--- config.mk ---
export PLATFORM = sky130hd
export DESIGN_NAME = hazard_ctrl
export DESIGN_NICKNAME = d
export VERILOG_FILES = /design/src/rtl/hazard_pkg.sv /design/src/rtl/hazard_ctrl_fwd_sel.sv /design/src/rtl/hazard_ctrl.sv
export SDC_FILE = /design/constraint.sdc
export NUM_CORES = 1
export LEC_CHECK = 0
export ABC_AREA = 1
export ABC_CLOCK_PERIOD_IN_PS = 4450
export CAP_MARGIN = 10
export CORE_MARGIN = 1
export CORE_UTILIZATION = 30
export CTS_CLUSTER_SIZE = 24
export DETAILED_ROUTE_END_ITERATION = 7
export PLACE_DENSITY = 0.61
export SKIP_CTS_REPAIR_TIMING = 1
export SYNTH_ARGS = -nofsm -noshare
export SYNTH_HDL_FRONTEND = slang
export SYNTH_HIERARCHICAL = 1
export SYNTH_SLANG_ARGS = --single-unit
--- constraint.sdc ---
create_clock -name clk -period 4.45 [get_ports clk]
set_input_delay 0.445 -clock clk [delete_from_list [all_inputs] [get_ports clk]]
set_output_delay 0.445 -clock clk [all_outputs]
set_load 0.03 [all_outputs]
--- src/rtl/hazard_pkg.sv ---
// hazard_pkg: shared types, forward-select encodings and match helper for
// the pipeline hazard controller.
package hazard_pkg;

    localparam logic [1:0] FWD_RF = 2'b00;
    localparam logic [1:0] FWD_W  = 2'b01;
    localparam logic [1:0] FWD_M  = 2'b10;

    typedef enum logic {
        HZ_RUN   = 1'b0,
        HZ_STALL = 1'b1
    } hz_state_t;

    typedef struct packed {
        logic [4:0] rs1;
        logic [4:0] rs2;
        logic [4:0] rd;
        logic       regwrite;
        logic       load;
    } stage_shadow_t;

    // Bubble content loaded into a stage shadow when that stage is flushed.
    localparam stage_shadow_t SHADOW_NONE = '{
        rs1:      5'd0,
        rs2:      5'd0,
        rd:       5'd0,
        regwrite: 1'b0,
        load:     1'b0
    };

    // True when a writer of rd produces the value a reader of rs needs.
    // x0 is hard-wired to zero, so it never creates a dependency.
    function automatic logic rd_hit(input logic [4:0] rd,
                                    input logic       regwrite,
                                    input logic [4:0] rs);
        return (regwrite && (rd != 5'd0) && (rd == rs));
    endfunction

endpackage

--- src/rtl/hazard_ctrl_fwd_sel.sv ---
// fwd_sel: picks the ALU operand source for one execute-stage operand.
// The M-stage result is younger than the W-stage result, so it wins.
module fwd_sel
    import hazard_pkg::*;
(
    input  logic [4:0] i_rs_e,
    input  logic [4:0] i_rd_m,
    input  logic       i_regwrite_m,
    input  logic [4:0] i_rd_w,
    input  logic       i_regwrite_w,
    output logic [1:0] o_sel
);

    // Priority select: M result, then W result, then register file.
    always_comb begin
        o_sel = FWD_RF;
        if (rd_hit(i_rd_m, i_regwrite_m, i_rs_e)) begin
            o_sel = FWD_M;
        end else if (rd_hit(i_rd_w, i_regwrite_w, i_rs_e)) begin
            o_sel = FWD_W;
        end else begin
            o_sel = FWD_RF;
        end
    end

endmodule

--- src/rtl/hazard_ctrl.sv ---
// hazard_ctrl: stall / flush / forwarding control for the five-stage RV32I
// pipeline, driven from private shadow copies of the E, M and W stages.
// Optional build macro HAZARD_FORWARD_EN: enables operand forwarding, so only
// load-use dependencies stall. Without it every RAW dependency on an E or M
// writer stalls until the writer reaches W.
module hazard_ctrl
    import hazard_pkg::*;
#(
    parameter int STALL_CNT_W = 16
) (
    input  logic                   clk,
    input  logic                   rst_n,
    input  logic [4:0]             rs1D,
    input  logic [4:0]             rs2D,
    input  logic [4:0]             rdD,
    input  logic                   regwriteD,
    input  logic                   resultsrcD,
    input  logic                   pcsrcE,
    output logic                   stallF,
    output logic                   stallD,
    output logic                   flushD,
    output logic                   flushE,
    output logic [1:0]             forwardAE,
    output logic [1:0]             forwardBE,
    output logic [STALL_CNT_W-1:0] stall_cnt
);

    hz_state_t              r_state;
    hz_state_t              w_state_nxt;
    logic [4:0]             r_m_rd;
    logic                   r_m_regwrite;
    logic [STALL_CNT_W-1:0] r_stall_cnt;
    logic [4:0]             w_e_rd;
    logic                   w_e_regwrite;
    logic                   w_hazard;
    logic                   w_stall;
    logic                   w_flush_e;

`ifdef HAZARD_FORWARD_EN
    stage_shadow_t          r_e;
    logic [4:0]             r_w_rd;
    logic                   r_w_regwrite;

    // E shadow: take the decode fields, or a bubble when E is flushed.
    always_ff @(posedge clk) begin
        if (!rst_n) begin
            r_e <= SHADOW_NONE;
        end else if (w_flush_e) begin
            r_e <= SHADOW_NONE;
        end else begin
            r_e <= '{rs1: rs1D, rs2: rs2D, rd: rdD,
                     regwrite: regwriteD, load: resultsrcD};
        end
    end

    // W shadow: only forwarding needs to know what is being written back.
    always_ff @(posedge clk) begin
        if (!rst_n) begin
            r_w_rd       <= 5'd0;
            r_w_regwrite <= 1'b0;
        end else begin
            r_w_rd       <= r_m_rd;
            r_w_regwrite <= r_m_regwrite;
        end
    end

    assign w_e_rd       = r_e.rd;
    assign w_e_regwrite = r_e.regwrite;

    // A load's data is not available for forwarding until W, so a consumer
    // directly behind it must wait one cycle.
    assign w_hazard = r_e.load &&
                      (rd_hit(r_e.rd, r_e.regwrite, rs1D) ||
                       rd_hit(r_e.rd, r_e.regwrite, rs2D));

    fwd_sel u_fwd_a (
        .i_rs_e       (r_e.rs1),
        .i_rd_m       (r_m_rd),
        .i_regwrite_m (r_m_regwrite),
        .i_rd_w       (r_w_rd),
        .i_regwrite_w (r_w_regwrite),
        .o_sel        (forwardAE)
    );

    fwd_sel u_fwd_b (
        .i_rs_e       (r_e.rs2),
        .i_rd_m       (r_m_rd),
        .i_regwrite_m (r_m_regwrite),
        .i_rd_w       (r_w_rd),
        .i_regwrite_w (r_w_regwrite),
        .o_sel        (forwardBE)
    );
`else
    logic [4:0]             r_e_rd;
    logic                   r_e_regwrite;
    logic                   w_unused_load;

    // E shadow: only the writer identity matters when nothing is forwarded.
    always_ff @(posedge clk) begin
        if (!rst_n) begin
            r_e_rd       <= 5'd0;
            r_e_regwrite <= 1'b0;
        end else if (w_flush_e) begin
            r_e_rd       <= 5'd0;
            r_e_regwrite <= 1'b0;
        end else begin
            r_e_rd       <= rdD;
            r_e_regwrite <= regwriteD;
        end
    end

    assign w_e_rd       = r_e_rd;
    assign w_e_regwrite = r_e_regwrite;

    // Every dependency stalls alike, so whether the writer is a load is moot.
    assign w_unused_load = resultsrcD;

    // Any E or M writer feeding decode must reach W (falling-edge write)
    // before the reader may leave D.
    assign w_hazard = rd_hit(r_e_rd, r_e_regwrite, rs1D) ||
                      rd_hit(r_e_rd, r_e_regwrite, rs2D) ||
                      rd_hit(r_m_rd, r_m_regwrite, rs1D) ||
                      rd_hit(r_m_rd, r_m_regwrite, rs2D);

    assign forwardAE = FWD_RF;
    assign forwardBE = FWD_RF;
`endif

    // M shadow: always advances from E.
    always_ff @(posedge clk) begin
        if (!rst_n) begin
            r_m_rd       <= 5'd0;
            r_m_regwrite <= 1'b0;
        end else begin
            r_m_rd       <= w_e_rd;
            r_m_regwrite <= w_e_regwrite;
        end
    end

    // Next-state and stall decision; a taken branch always overrides a stall
    // because the stalled instruction is on the wrong path.
    always_comb begin
        w_state_nxt = HZ_RUN;
        w_stall     = 1'b0;
        case (r_state)
            HZ_RUN: begin
                if (w_hazard && !pcsrcE) begin
                    w_stall     = 1'b1;
                    w_state_nxt = HZ_STALL;
                end else begin
                    w_stall     = 1'b0;
                    w_state_nxt = HZ_RUN;
                end
            end
            HZ_STALL: begin
`ifdef HAZARD_FORWARD_EN
                w_stall     = 1'b0;
                w_state_nxt = HZ_RUN;
`else
                if (w_hazard && !pcsrcE) begin
                    w_stall     = 1'b1;
                    w_state_nxt = HZ_STALL;
                end else begin
                    w_stall     = 1'b0;
                    w_state_nxt = HZ_RUN;
                end
`endif
            end
            default: begin
                w_stall     = 1'b0;
                w_state_nxt = HZ_RUN;
            end
        endcase
    end

    // State register: remembers that the previous cycle was a stall.
    always_ff @(posedge clk) begin
        if (!rst_n) begin
            r_state <= HZ_RUN;
        end else begin
            r_state <= w_state_nxt;
        end
    end

    // Saturating count of cycles in which decode was held.
    always_ff @(posedge clk) begin
        if (!rst_n) begin
            r_stall_cnt <= {STALL_CNT_W{1'b0}};
        end else if (w_stall && (r_stall_cnt != {STALL_CNT_W{1'b1}})) begin
            r_stall_cnt <= r_stall_cnt + {{(STALL_CNT_W-1){1'b0}}, 1'b1};
        end else begin
            r_stall_cnt <= r_stall_cnt;
        end
    end

    assign w_flush_e = w_stall || pcsrcE;

    assign stallF    = w_stall;
    assign stallD    = w_stall;
    assign flushD    = pcsrcE;
    assign flushE    = w_flush_e;
    assign stall_cnt = r_stall_cnt;

endmodule

==> summary.txt, run 1 <==
Crit-path cells: clkdlybuf4s50_1 > inv_1 > nand2_1 > nand2_1 > nor2_1 > nand3_1 > nand2_1 > nand2_1 > nand2_2 > inv_1 > nor2_1 > clkdlybuf4s50_1
Chip width: 80.25 um
Fraction of synthesized area in multiplexers: 0%
Pwr Total: 523.8 uW
Cell area after synthesis: 1837 sq um
CP max FO: 17
Vias in the first global route: 1704
Worst slew pin tran: 0.6038 ns
Gpl congestion: 0.7821
Fin Clk Skew: 0.008232 ns
Vias: 1749
Syn Area/Cell: 6.490 sq um
Startpoint Class: input port
Layout area overhead: 25.61%
Height of the die: 80.25 um
Synth Area in Simple Gates: 40.53%
Initial antenna violation count: 0
DP Wirelength: 3151 um
CP max stage delay: 0.69 ns
First-pass GRT wire length: 7348 um
Clock Sinks: 28
Sequential area share after synthesis: 30.52%
Multi-input logic area: 1013 sq um
Fill cell count: 638
Syn Inst Count: 283
Number of cells after detailed placement: 387
Rel. slew slack: 59.50%
Row Count: 28
Clock root cell: clkbuf_8
Ant. Diodes: 0
Clock latency on the worst-skew pair: 0.28 ns
RSZ-0062 raised after global routing: no
Status: finished, final reports clean
Synth Area in XOR/XNOR: 7.153%
PwrDens: 227.0 nW/um^2
Clk network pwr share: 38.7%
Fin. Hold Viols: 0
Sw Ratio: 23.18%
Post-route cell area: 2307 sq um
Final TNS setup: 0 ns
Cts bufs inserted: 3
Starting DRC count in detailed routing: 57
Placed Area: 2236 sq um
Post-route insts no fill: 391
Min-Delay Path Class: flip-flop to flip-flop
Setup crit end kind: output pin
Slowest CP cell: clkdlybuf4s50_1
Synth cell types: 27
Bufs and invs on worst path: 4
Grt ovf: 0
Post-route clock period utilization: 71.84%
Worst Path Arrival: 2.75 ns
Synth warnings: 6
Initial Util: 31.02%
Net Sw Power: 121.4 uW
Pin count of the biggest net entering global routing: 19
Final setup viols: 0
All-layer global routing usage: 14.23%
VDD IR max: 0.2486 mV
WL met2: 2054 um
Num ports: 44
Final Critical Period: 3.197 ns
Final wirelength: 4247 um
CP Class: input port to output pin
Core Region: 5921 sq um
Number of levels in the clock H-tree: 1
Comb pwr share: 12.1%
Detail Route Antenna Nets: 0
Storage element area: 560.5 sq um
PortBufs: 38
DR pass1 iterations: 4
Top sig layer: met4
Largest family of logic cells by synthesized area: simple AND/OR/NAND/NOR gates
Metal-1 WL: 1914 um
Synth Area in Compound Gates: 5.995%
DRC: 0
Max-slew violations: 0
Synth Area in Adders: 0.6812%
Wire length on met3: 191 um
Reg clk slew, reported paths: 0.09 ns
LEAKAGE: 1.054 nW
Layout cells sized above 1: 8.861%
Cell mode on critical path: nand2_1
Vias per cell: 4.473
CP top delay family: buffers and inverters
Max frequency: 312.8 MHz
Nets@finish: 338
CTS tree: done
Max-cap violation count: 0
Sequential share of power: 49.2%
#FFs+latches synth: 28
Wire per inst: 10.86 um
Die area: 6439 sq um
Internal cell power: 402.4 uW
Max Root-Sink Buffers: 2
Worst EP required: 4.01 ns
[path summary, 6_finish.rpt]
check,startpoint,to,slack (ns),depth (start not counted)
max,rs2D[1],stallF,1.25,12
max reg2reg,stall_cnt[0]$_SDFFE_PN0P_,stall_cnt[0]$_SDFFE_PN0P_,2.34,10
min,r_e_regwrite$_SDFF_PP0_,r_m_regwrite$_SDFF_PN0_,0.43,2
min reg2reg,r_e_regwrite$_SDFF_PP0_,r_m_regwrite$_SDFF_PN0_,0.43,2
[synthesized netlist by cell type]
library cell | n | area (sq um)
a21oi_2 | 8 | 70.07
conb_1 | 1 | 3.750
dfxtp_1 | 28 | 560.5
nand3b_4 | 1 | 20.02
buf_12 | 1 | 20.02
a21oi_1 | 5 | 25.02
nand3_1 | 11 | 55.05
xnor2_1 | 8 | 70.07
nor4_1 | 1 | 6.260
nor3_1 | 4 | 20.02
nor2_4 | 1 | 11.26
xor2_1 | 7 | 61.31
nand2_2 | 11 | 68.82
clkinv_1 | 1 | 3.750
buf_2 | 2 | 10.01
nor2_1 | 27 | 101.4
nand4_1 | 17 | 106.4
inv_2 | 1 | 3.750
o21ai_0 | 3 | 15.01
ha_1 | 1 | 12.51
nand3_4 | 1 | 17.52
clkbuf_1 | 3 | 11.26
buf_4 | 6 | 45.04
and2_1 | 1 | 6.260
nor3_4 | 1 | 16.27
inv_1 | 48 | 180.2
nand2_1 | 84 | 315.3
[metal layers]
layer | global-route usage (%) | up-vias
met5 | 0 | -
met4 | 4.286 | 0
met3 | 2.500 | 10
met2 | 25.98 | 39
met1 | 16.76 | 775
li1 | - | 925
[registers in the layout, summed over array words and instances, names as in the netlist]
signal        flops
r_e_rd            5
r_e_regwrite      1
r_m_rd            5
r_m_regwrite      1
stall_cnt        16
[kinds of logic after synthesis]
kind of cell | count (synthesis)
other cells | 1
compound gates | 16
xor+xnor | 15
buf+inv | 62
fa+ha+maj | 1
flops | 28
simple gates | 160
[power by group through the flow]
stage | registers, mW | clock network (mW) | logic [mW]
2_1_floorplan | 0.263 | 0 | 0.0397
3_3_place_gp | 0.263 | 0 | 0.0633
3_5_place_dp | 0.263 | 0 | 0.0636
4_1_cts | 0.258 | 0.210 | 0.0640
5_1_grt | 0.258 | 0.217 | 0.0715
6_report | 0.258 | 0.203 | 0.0634
[worst reg2reg max path: cells and delay by family (launching register included)]
family	cells	cell delay, ns
and+or+nand+nor	9	1.41
DFF	1	0.39
adders and majority gates	1	0.23
[stage by stage]
step,hold slack [ns],setup WS [ns],util [%]
2_1_floorplan,0.4036,2.265,-
3_3_place_gp,0.4094,1.288,37.76
3_5_place_dp,0.4208,1.249,37.76
4_1_cts,0.4364,1.239,38.97
5_1_grt,0.4726,1.054,38.97
6_report,0.4347,1.253,38.97
[cell type report]
type	instances	share of cell area, %
Clock buffer	3	1.790
Tap cell	75	4.067
Clock inverter	1	1.302
Sequential cell	28	24.30
Timing Repair Buffer	38	16.49
Inverter	50	8.135
Multi-Input combinational cell	196	43.93
[cells in the final DEF, fill, tap and decap left out]
cell type,n
o21ai_0,3
nand3b_4,1
nor2_4,1
clkbuf_8,3
nand2_1,84
inv_1,48
xnor2_1,8
xor2_1,7
conb_1,4
ha_1,1
dfxtp_1,28
nand3_1,11
nor3_4,1
nor3_1,4
nor4_1,1
and2_1,1
a21oi_2,8
bufinv_16,1
nand4_1,17
inv_2,1
a21oi_1,5
clkinv_1,1
clkdlybuf4s50_1,38
nand3_4,1
nor2_1,27
nand2_2,11
Note: power is estimated with default switching activity, not from simulation.
==> run 2, diff against run 1 <==
ABC_CLOCK_PERIOD_IN_PS = 3200   (was 4450)
clock period = 3.2 ns   (was 4.45 ns; I/O delays follow)
==> summary.txt, run 2 (synthesis results as in run 1) <==
Rel. slew slack: 60.95%
Global Route met3 Usage: 3.523%
Crit-path cells: clkdlybuf4s50_1 > inv_1 > nand2_1 > nand2_1 > nor2_1 > nand3_1 > nand2_1 > nand2_1 > nand2_2 > inv_1 > nor2_1 > clkdlybuf4s50_1
Setup crit start: rs1D[3]
Multi-input logic area: 1013 sq um
Reg-to-Reg Start: stall_cnt[0]$_SDFFE_PN0P_
Worst slew pin tran: 0.5850 ns
Commonest non-fill, non-tap cell in the layout: nand2_1
Num ports: 44
Most frequent cells in the layout: 84 x nand2_1, 48 x inv_1, 38 x clkdlybuf4s50_1
Ant. Diodes: 0
Max Root-Sink Buffers: 2
Final Critical Period: 2.632 ns
DR pass1 iterations: 4
Worst EP required: 2.88 ns
Storage element area: 560.5 sq um
Starting DRC count in detailed routing: 67
Vias per cell: 4.364
Fin. Hold Viols: 0
Max frequency: 379.9 MHz
Min-Delay Path Class: flip-flop to flip-flop
DRC: 0
Post-route clock period utilization: 82.25%
Setup crit end kind: output pin
Clock Sinks: 28
Grt ovf: 0
Max-slew violations: 0
Initial antenna violation count: 0
First-pass GRT wire length: 7058 um
Wire per inst: 10.48 um
Grt peak-use layer: met2
PortBufs: 38
Worst Path Arrival: 2.31 ns
Final Worst Setup Slack: 0.5679 ns
Die area: 6439 sq um
Number of levels in the clock H-tree: 1
CP Class: input port to output pin
Gpl congestion: 0.8090
Final wirelength: 4118 um
Clock root cell: clkbuf_8
Placed Area: 2251 sq um
Layout cells sized above 1: 9.434%
Fin Clk Skew: 0.005061 ns
All-layer global routing usage: 13.61%
Height of the die: 80.25 um
Initial Util: 31.02%
Worst hold start: r_e_regwrite$_SDFF_PP0_
Detail Route Antenna Nets: 0
Post-route cell area: 2322 sq um
CTS tree: done
Vias in the first global route: 1598
Cts bufs inserted: 3
Core Util, Final: 39.22%
CP max stage delay: 0.69 ns
LEAKAGE: 1.065 nW
Startpoint Class: input port
DP Wirelength: 3068 um
Status: finished, final reports clean
Chip width: 80.25 um
Final setup viols: 0
Slowest CP cell: clkdlybuf4s50_1
Core Region: 5921 sq um
Reg clk slew, reported paths: 0.09 ns
CP max FO: 3
PwrDens: 311.4 nW/um^2
Final TNS setup: 0 ns
Number of flip-flops under the largest register name: 16
Layout area overhead: 26.43%
RSZ-0062 raised after global routing: no
Cell mode on critical path: nand2_1
Global routing met2 resource utilization: 24.19%
Nets@finish: 340
VDD IR max: 0.2523 mV
Max-cap violation count: 0
Vias: 1715
Pin count of the biggest net entering global routing: 19
Fill cell count: 643
Clock latency on the worst-skew pair: 0.27 ns
Global Route met1 Usage: 16.56%
Pre-CTS setup slack: 0.5662 ns
Row Count: 28
run 2: where the power goes:
part / internal (mW) / switching [mW]
clock network: 0.167 / 0.108
registers: 0.353 / 0.00470
logic: 0.0394 / 0.0499
total: 0.560 / 0.163
run 2: per-layer routing:
| layer | share of wire (%) | vias up |
|---|---|---|
| met1 | 47 | 751 |
| met5 | 0 | - |
| met4 | 0.85 | 0 |
| li1 | - | 928 |
| met3 | 5.2 | 4 |
| met2 | 47 | 32 |
run 2: layout make-up:
| class | count | share of cell area [%] |
|---|---|---|
| Clock inverter | 1 | 1.293 |
| Multi-Input combinational cell | 196 | 43.64 |
| Timing Repair Buffer | 40 | 17.03 |
| Sequential cell | 28 | 24.14 |
| Inverter | 50 | 8.082 |
| Clock buffer | 3 | 1.778 |
| Tap cell | 75 | 4.041 |
run 2: final timing paths:
check                                                 end  slack (ns)  cells past startpoint
worst min-delay path              r_m_regwrite$_SDFF_PN0_        0.43                      2
worst max register to register  stall_cnt[0]$_SDFFE_PN0P_        1.12                     10
worst max-delay path                               stallF        0.57                     12
worst min register to register    r_m_regwrite$_SDFF_PN0_        0.43                      2
run 2: stage by stage:
stage / hold slack [ns] / power (mW) / cells
after floorplan: 0.4036 / 0.4206 / 286
after CTS: 0.4324 / 0.7379 / 393
after global placement: 0.4098 / 0.4552 / 389
final: 0.4281 / 0.7232 / 393
after global routing: 0.4682 / 0.7643 / 393
after detailed placement: 0.4156 / 0.4560 / 389
run 2: critical path: cells and delay by family:
kind,cells,cell delay [ns]
buffers and inverters,4,1.33
and+or+nand+nor,8,0.65
